<file path="config.mk">
export PLATFORM = sky130hd
export DESIGN_NAME = sram_stream_writer
export DESIGN_NICKNAME = d
export VERILOG_FILES = /design/src/rtl/sram_stream_writer.sv
export SDC_FILE = /design/constraint.sdc
export NUM_CORES = 1
export LEC_CHECK = 0
export BUFFER_PORTS_ARGS = -buffer_cell sky130_fd_sc_hd__clkbuf_2
export CAP_MARGIN = 20
export CORE_ASPECT_RATIO = 0.5
export CORE_MARGIN = 3
export CORE_UTILIZATION = 60
export DETAILED_ROUTE_END_ITERATION = 7
export PLACE_DENSITY_LB_ADDON = 0.08
export SLEW_MARGIN = 40
export SYNTH_ARGS = -nofsm -noshare
export SYNTH_HDL_FRONTEND = slang
export SYNTH_SLANG_ARGS = --single-unit
</file>
<file path="constraint.sdc">
create_clock -name clk_i -period 4.48 [get_ports clk_i]
set_input_delay 0.224 -clock clk_i [delete_from_list [all_inputs] [get_ports clk_i]]
set_output_delay 0.224 -clock clk_i [all_outputs]
set_load 0.005 [all_outputs]
</file>
<file path="src/rtl/sram_stream_writer.sv">
// rtl/sram_stream_writer.sv - byte stream to SRAM word fill engine (sky130 1RW1R port 0)
//
// Packs a valid/ready byte stream little-endian into DATA_WIDTH-bit words and
// writes them to sequential SRAM addresses with registered one-cycle strobes.
//
// Ports:
//   clk_i, rst_i            clock, asynchronous active-high reset
//   start_i, base_addr_i    begin a fill at base_addr_i (honored only when idle)
//   in_valid_i, in_ready_o  byte stream handshake
//   in_data_i, in_last_i    byte payload and end-of-fill marker
//   csb0_o, web0_o          SRAM chip select / write enable (active low)
//   wmask0_o, addr0_o       SRAM byte write mask and word address
//   din0_o                  SRAM write data
//   busy_o, done_o          fill in progress / one-cycle end-of-fill pulse
//   full_o                  fill stopped at the last SRAM address (sticky)
//   words_written_o         words written by the current/last fill
module sram_stream_writer #(
    parameter int DATA_WIDTH = 32,
    parameter int ADDR_WIDTH = 8,
    parameter int NUM_WMASKS = 4
) (
    input  logic                  clk_i,
    input  logic                  rst_i,
    input  logic                  start_i,
    input  logic [ADDR_WIDTH-1:0] base_addr_i,
    input  logic                  in_valid_i,
    output logic                  in_ready_o,
    input  logic [7:0]            in_data_i,
    input  logic                  in_last_i,
    output logic                  csb0_o,
    output logic                  web0_o,
    output logic [NUM_WMASKS-1:0] wmask0_o,
    output logic [ADDR_WIDTH-1:0] addr0_o,
    output logic [DATA_WIDTH-1:0] din0_o,
    output logic                  busy_o,
    output logic                  done_o,
    output logic                  full_o,
    output logic [ADDR_WIDTH:0]   words_written_o
);

    localparam int LANE_W = (NUM_WMASKS > 1) ? $clog2(NUM_WMASKS) : 1;

    typedef enum logic [1:0] {
        S_IDLE,
        S_FILL,
        S_DONE
    } state_e;

    state_e                  state_q;
    logic [ADDR_WIDTH-1:0]   addr_q;
    logic [LANE_W-1:0]       lane_q;
    logic [DATA_WIDTH-1:0]   buf_q;
    logic [NUM_WMASKS-1:0]   mask_q;
    logic [ADDR_WIDTH:0]     words_q;
    logic                    full_q;
    logic                    csb0_q;
    logic                    web0_q;
    logic [NUM_WMASKS-1:0]   wmask0_q;
    logic [ADDR_WIDTH-1:0]   addr0_q;
    logic [DATA_WIDTH-1:0]   din0_q;

    logic [DATA_WIDTH-1:0]   buf_d;
    logic [NUM_WMASKS-1:0]   mask_d;
    logic                    hs;
    logic                    word_done;
    logic                    at_top;

    // Ready is a pure state decode so there is no in_valid -> in_ready path.
    assign in_ready_o = (state_q == S_FILL);
    assign busy_o     = (state_q != S_IDLE);
    assign done_o     = (state_q == S_DONE);

    assign hs        = in_valid_i & in_ready_o;
    assign word_done = (lane_q == LANE_W'(NUM_WMASKS - 1)) | in_last_i;
    assign at_top    = &addr_q;

    // Pack buffer with the current byte merged into its lane.
    always_comb begin
        buf_d  = buf_q;
        mask_d = mask_q;
        for (int i = 0; i < NUM_WMASKS; i++) begin
            if (lane_q == LANE_W'(i)) begin
                buf_d[i*8 +: 8] = in_data_i;
                mask_d[i]       = 1'b1;
            end
        end
    end

    always_ff @(posedge clk_i or posedge rst_i) begin
        if (rst_i) begin
            state_q  <= S_IDLE;
            addr_q   <= '0;
            lane_q   <= '0;
            buf_q    <= '0;
            mask_q   <= '0;
            words_q  <= '0;
            full_q   <= 1'b0;
            csb0_q   <= 1'b1;
            web0_q   <= 1'b1;
            wmask0_q <= '0;
            addr0_q  <= '0;
            din0_q   <= '0;
        end else begin
            // Strobes last one cycle unless re-armed by another completed word.
            csb0_q <= 1'b1;
            web0_q <= 1'b1;
            case (state_q)
                S_IDLE: begin
                    if (start_i) begin
                        state_q <= S_FILL;
                        addr_q  <= base_addr_i;
                        lane_q  <= '0;
                        buf_q   <= '0;
                        mask_q  <= '0;
                        words_q <= '0;
                        full_q  <= 1'b0;
                    end
                end
                S_FILL: begin
                    if (hs) begin
                        if (word_done) begin
                            csb0_q   <= 1'b0;
                            web0_q   <= 1'b0;
                            din0_q   <= buf_d;
                            wmask0_q <= mask_d;
                            addr0_q  <= addr_q;
                            buf_q    <= '0;
                            mask_q   <= '0;
                            lane_q   <= '0;
                            addr_q   <= addr_q + 1'b1;
                            words_q  <= words_q + 1'b1;
                            // No wrap: the top address always ends the fill.
                            if (in_last_i || at_top) begin
                                state_q <= S_DONE;
                            end
                            if (at_top) begin
                                full_q <= 1'b1;
                            end
                        end else begin
                            buf_q  <= buf_d;
                            mask_q <= mask_d;
                            lane_q <= lane_q + 1'b1;
                        end
                    end
                end
                S_DONE: begin
                    state_q <= S_IDLE;
                end
                default: begin
                    state_q <= S_IDLE;
                end
            endcase
        end
    end

    assign csb0_o          = csb0_q;
    assign web0_o          = web0_q;
    assign wmask0_o        = wmask0_q;
    assign addr0_o         = addr0_q;
    assign din0_o          = din0_q;
    assign full_o          = full_q;
    assign words_written_o = words_q;

endmodule

</file>
# Word-level counts from Yosys, hierarchy flattened
# Index checks and enable logic that the tools add are counted.
[word_totals]
ff_bits = 103
output_inout_bits = 59
word_cells = 78
[classes]
n_addsub = 3
eq_ne = 10
mux = 41
n_bitwise = 2
n_reduce_logical = 11
[op_table]
columns = ["op", "n"]
rows = [
  ["$mux 32", 3],
  ["$pmux 32 s2", 1],
  ["$mux 8", 7],
  ["$mux 9", 3],
  ["$pmux 9 s2", 1],
  ["$pmux 8 s2", 1],
  ["$mux 2", 7],
  ["$mux 4", 3],
  ["$mux 1", 11],
  ["$add 9x1->9 const B", 1],
  ["$add 8x1->8 const B", 1],
  ["$ne 2x1->1 const B", 4],
  ["$pmux 2 s2", 2],
  ["$pmux 4 s2", 1],
  ["$reduce_and 4->1", 2],
  ["$reduce_and 8->1", 1],
  ["$eq 2x2->1 const B", 3],
  ["$reduce_and 3->1", 2],
  ["$reduce_and 5->1", 1],
  ["$eq 2x1->1 const B", 2],
  ["$logic_not 2->1", 2],
  ["$reduce_bool 2->1", 2],
  ["$add 2x1->2 const B", 1],
  ["$ne 2x2->1 const B", 1],
  ["other kinds (4)", 4],
]

# Logic depth before layout (Yosys ltp)
[depth]
word_depth = 6
depth_mapped = 8

# Worst setup path before layout
# OpenSTA, ideal clock, no wires.
[synth_timing]
path_kind = "register to register"
start = "reg lane_q[0]"
end = "reg addr0_q[1] (netlist: addr0_o[1])"
setup_ps = 125
t_arrival_ps = 1703
required_ps = 4355
setup_slack_ps = 2653
path_stages_with_launch = 9
n_path_buf = 2
period_less_slack_ps = 1827
cell_sequence = "dfrtp_1 > ha_1 > o211ai_2 > a21o_1 > buf_6 > nor2_4 > buf_6 > inv_2 > mux2_2"
[synth_via]
elab_chain_len = 3
[synth_rtl]
columns = ["element", "line", "rtl"]
rows = [
  ["from (decl)", "51", "logic [LANE_W-1:0] lane_q;"],
  ["from (signal assigned)", "142", "lane_q <= lane_q + 1'b1;"],
  ["$eq 2x2->1", "74", "assign word_done = (lane_q == LANE_W'(NUM_WMASKS - 1)) | in_last_i;"],
  ["$or 1x1->1", "74", ""],
  ["$reduce_and 3->1 (no line)", "--", ""],
  ["to (signal assigned)", "126", "addr0_q <= addr_q;"],
  ["to (decl)", "59", "logic [ADDR_WIDTH-1:0] addr0_q;"],
]
# No other way between the ends.
# A chain may end at the register's enable or synchronous reset.

# Worst setup path in the final report
[layout_timing]
start = "reg lane_q[0]"
end = "reg addr0_q[0] (netlist: addr0_o[0])"
# Same word-level chain as after synthesis.

==> out/qor.yml <==
run_status:
  status: "finished clean"
clock_tree:
  clk_pin_slew_ns: 0.06
  cts_hold_buf: 1
  cts_sinks: 103
  numCtsBuffers: 9
  postCtsSetupBuffers: 0
  cts_root_buffer: "clkbuf_16"
  cts_resized: 0
  clkLatencyLatePin_ns: 0.34
  clock_tree.buffer_depth: 2
  cts_max_level: 3
  cts_tree: "yes"
finish:
  nets: 467
  multi_input_area_mm2: 0.00186
  drive_above_1_share_pct: 40.7
  regArea_mm2: 0.00258
  area_delta_synth_final_pct: 16.3
  nFillCells: 463
  diodes: 0
logic_synthesis:
  ys_warn_count: 0
  synthTopCellsByArea: "dfrtp_1 55%, mux2_2 18%, a22o_1 4.6%"
  syn_nets: 392
  avgSynthCellArea_um2: 12.6
  seq_area_frac_synth_pct: 56.0
  synth-seq-cells: 103
  synthCells: 365
  synth_largest_area_cell: "dfrtp_1"
  ys_types: 44
  netlist_area_mm2: 0.00460
  synth_top_area_share_pct: 55.4
worst_setup_path:
  crit_type: "flop to flop"
  cp-end-kind: "flop"
  reg2reg_to: "addr0_o[0]$_DFFE_PP0P_"
  crit_path_start_kind: "flop"
  cp_max_fo: 28
  rr_worst_depth: 7
  cp.arrival_ns: 3.36
  cp_data_required_time_ns: 4.70
  rrSetupSlack_ns: 1.34
  reg2reg_from: "lane_q[0]$_DFFE_PP0P_"
timing:
  fin_setup_tns_ns: 0
  clock_skew_ns: 0.00561
  hold_violations: 0
  max_freq_mhz: 318
  tightest_slew_ns: 0.775
  finalCritPeriodShare_pct: 70.1
  setup_ws_ns: 1.34
  setup_viol_count_final: 0
  rsz0062_at_grt: "false"
  slew_headroom_pct: 48.0
  slew_violations: 0
  post-route-min-period_ns: 3.14
min_path:
  hold_start: "base_addr_i[1]"
  holdPathStages: 3
  holdPathEnd: "addr_q[1]$_DFFE_PP0P_"
  hold_class: "input port to flop"
floorplanning:
  die_area_mm2: 0.00882
  core_mm2: 0.00704
  num_io_pins: 80
  row_count: 21
  start_util_pct: 65.4
  die-width_um: 130
  die_height_um: 67.9
power:
  pwr_density_cell_mw_per_mm2: 615
  vdd_drop_max_mv: 0.277
  p_leak_uw: 0.00265
route:
  final_antenna_net_count: 0
  via_per_inst: 6.03
  detail_route.wl_per_cell_um: 19.0
  dr.first_iter.drc_count: 289
  wl_um: 10200
  vias: 3236
  drt_first_pass_iters: 4
  drcViolationCount: 0
global_routing:
  antenna_found_initial: 0
  overflow: 0
  grt_max_degree: 63
  grt_pass1_vias: 3171
  grt_pass1_wl_um: 16500
  grt_usage_pct: 25.1
placed_design:
  place_ws_ns: 1.23
  io_buffers: 79
  place_hpwl_um: 6860
  gp_congestion: 0.860
flow_run:
  maxCapViolations: 0
power by group:
group          internal, µW  switching (µW)  total [µW]
sequential             1180             205        1390
combinational           529             556        1090
clock                   489             327         816
total                  2200            1090        3290
cells in the final DEF (no fill, tap or decap), types with 4 or more instances in the layout:
cell type	Yosys	final
o21ai_0	7	7
a22o_1	24	24
and2_1	12	12
o22ai_1	4	4
mux2i_1	5	5
inv_1	10	9
mux2_2	72	72
a21oi_1	16	15
nor2_1	14	14
dfrtp_1	102	102
clkbuf_16	0	9
nand3_1	8	8
clkbuf_2	0	79
nand2_1	19	19
ha_1	6	6
critical path: stages, from the launching register on:
cell and delay, ns:
dfrtp_1 0.38, ha_1 0.52, o211ai_2 0.22, a21o_2 0.46, nor2_4 0.51, buf_4 0.41, inv_2 0.16, mux2_1 0.33
through the flow:
stage | utilization (%) | cells | power, µW | hold slack (ns) | area, µm²
after CTS | 75.7 | 536 | 3300 | 0.112 | 5330
after global routing | 76.0 | 537 | 3490 | 0.111 | 5350
after floorplan | - | 365 | 2120 | 0.337 | 4600
after detailed placement | 71.2 | 519 | 2470 | 0.293 | 5010
final | 76.0 | 537 | 3290 | 0.124 | 5350
after global placement | 71.1 | 519 | 2410 | 0.279 | 5010
metal layers:
layer  track usage, %  share of wire, %
met5                0                 0
met4             5.44              0.83
met3             6.78               6.7
met2             40.2                46
met1             35.0                47
cells by family (layout without fill, tap and decap cells):
kind of cell	count (synthesis)	in the layout	share of synthesized area, %
XOR/XNOR	2	2	0.381
AND/OR/NAND/NOR	74	74	8.59
flip-flops	103	103	56.0
adder cells (fa/ha/maj)	6	6	1.63
buffers and inverters	31	111	3.62
multiplexers	78	78	18.9
AO/OA/AOI/OAI	71	71	10.8
synth_stat cells:
master	n
a31o_2	1
and4_1	2
nor2b_1	3
o22ai_1	4
o21a_1	3
and3_4	1
nor2_4	1
xnor2_1	2
nand4_1	2
nor3_1	1
o211ai_2	1
ha_1	6
buf_1	1
nand2b_1	2
nand3_1	8
nand2_1	19
a21oi_1	16
a2bb2oi_1	2
nand2b_4	1
a31oi_1	3
inv_2	2
dfstp_2	1
a22o_1	24
mux2_2	72
o31ai_1	3
buf_4	2
inv_1	10
dfrtp_1	102
nor2_2	1
o21ai_0	7
clkbuf_1	7
nor2_1	14
mux2i_1	5
and3_1	1
or3_1	1
a21o_1	2
a211oi_1	2
buf_6	5
o21ai_1	3
buf_2	4
and2_1	12
or2_2	2
mux2_1	1
or4_1	3
state kept, by name, summed over array words and instances (netlist names):
signal,cells
lane_q,2
addr_q,8
state_q,2
din0_o,32
buf_q,32
web0_o,1
addr0_o,8
wmask0_o,4
full_o,1
words_written_o,9
mask_q,4
worst max path at each step:
stage,slack [ns],endpoint,cells past startpoint,start
2_1_floorplan,1.55,addr0_o[0]$_DFFE_PP0P_,1,rst_i
3_3_place_gp,1.44,addr0_o[0]$_DFFE_PP0P_,7,lane_q[0]$_DFFE_PP0P_
3_5_place_dp,1.23,addr0_o[0]$_DFFE_PP0P_,7,lane_q[0]$_DFFE_PP0P_
4_1_cts,1.20,addr0_o[0]$_DFFE_PP0P_,7,lane_q[0]$_DFFE_PP0P_
5_1_grt,1.20,addr0_o[0]$_DFFE_PP0P_,7,lane_q[1]$_DFFE_PP0P_
6_report,1.34,addr0_o[0]$_DFFE_PP0P_,7,lane_q[0]$_DFFE_PP0P_
area by class of cell:
type                            instances  area share, %
Clock buffer                           12           4.42
Sequential cell                       103           48.2
Tap cell                               92           2.15
Timing Repair Buffer                   83           8.23
Multi-Input combinational cell        231           34.8
Inverter                               12          0.888
Clock inverter                          4           1.31
Note: power is estimated with default switching activity, not from simulation.
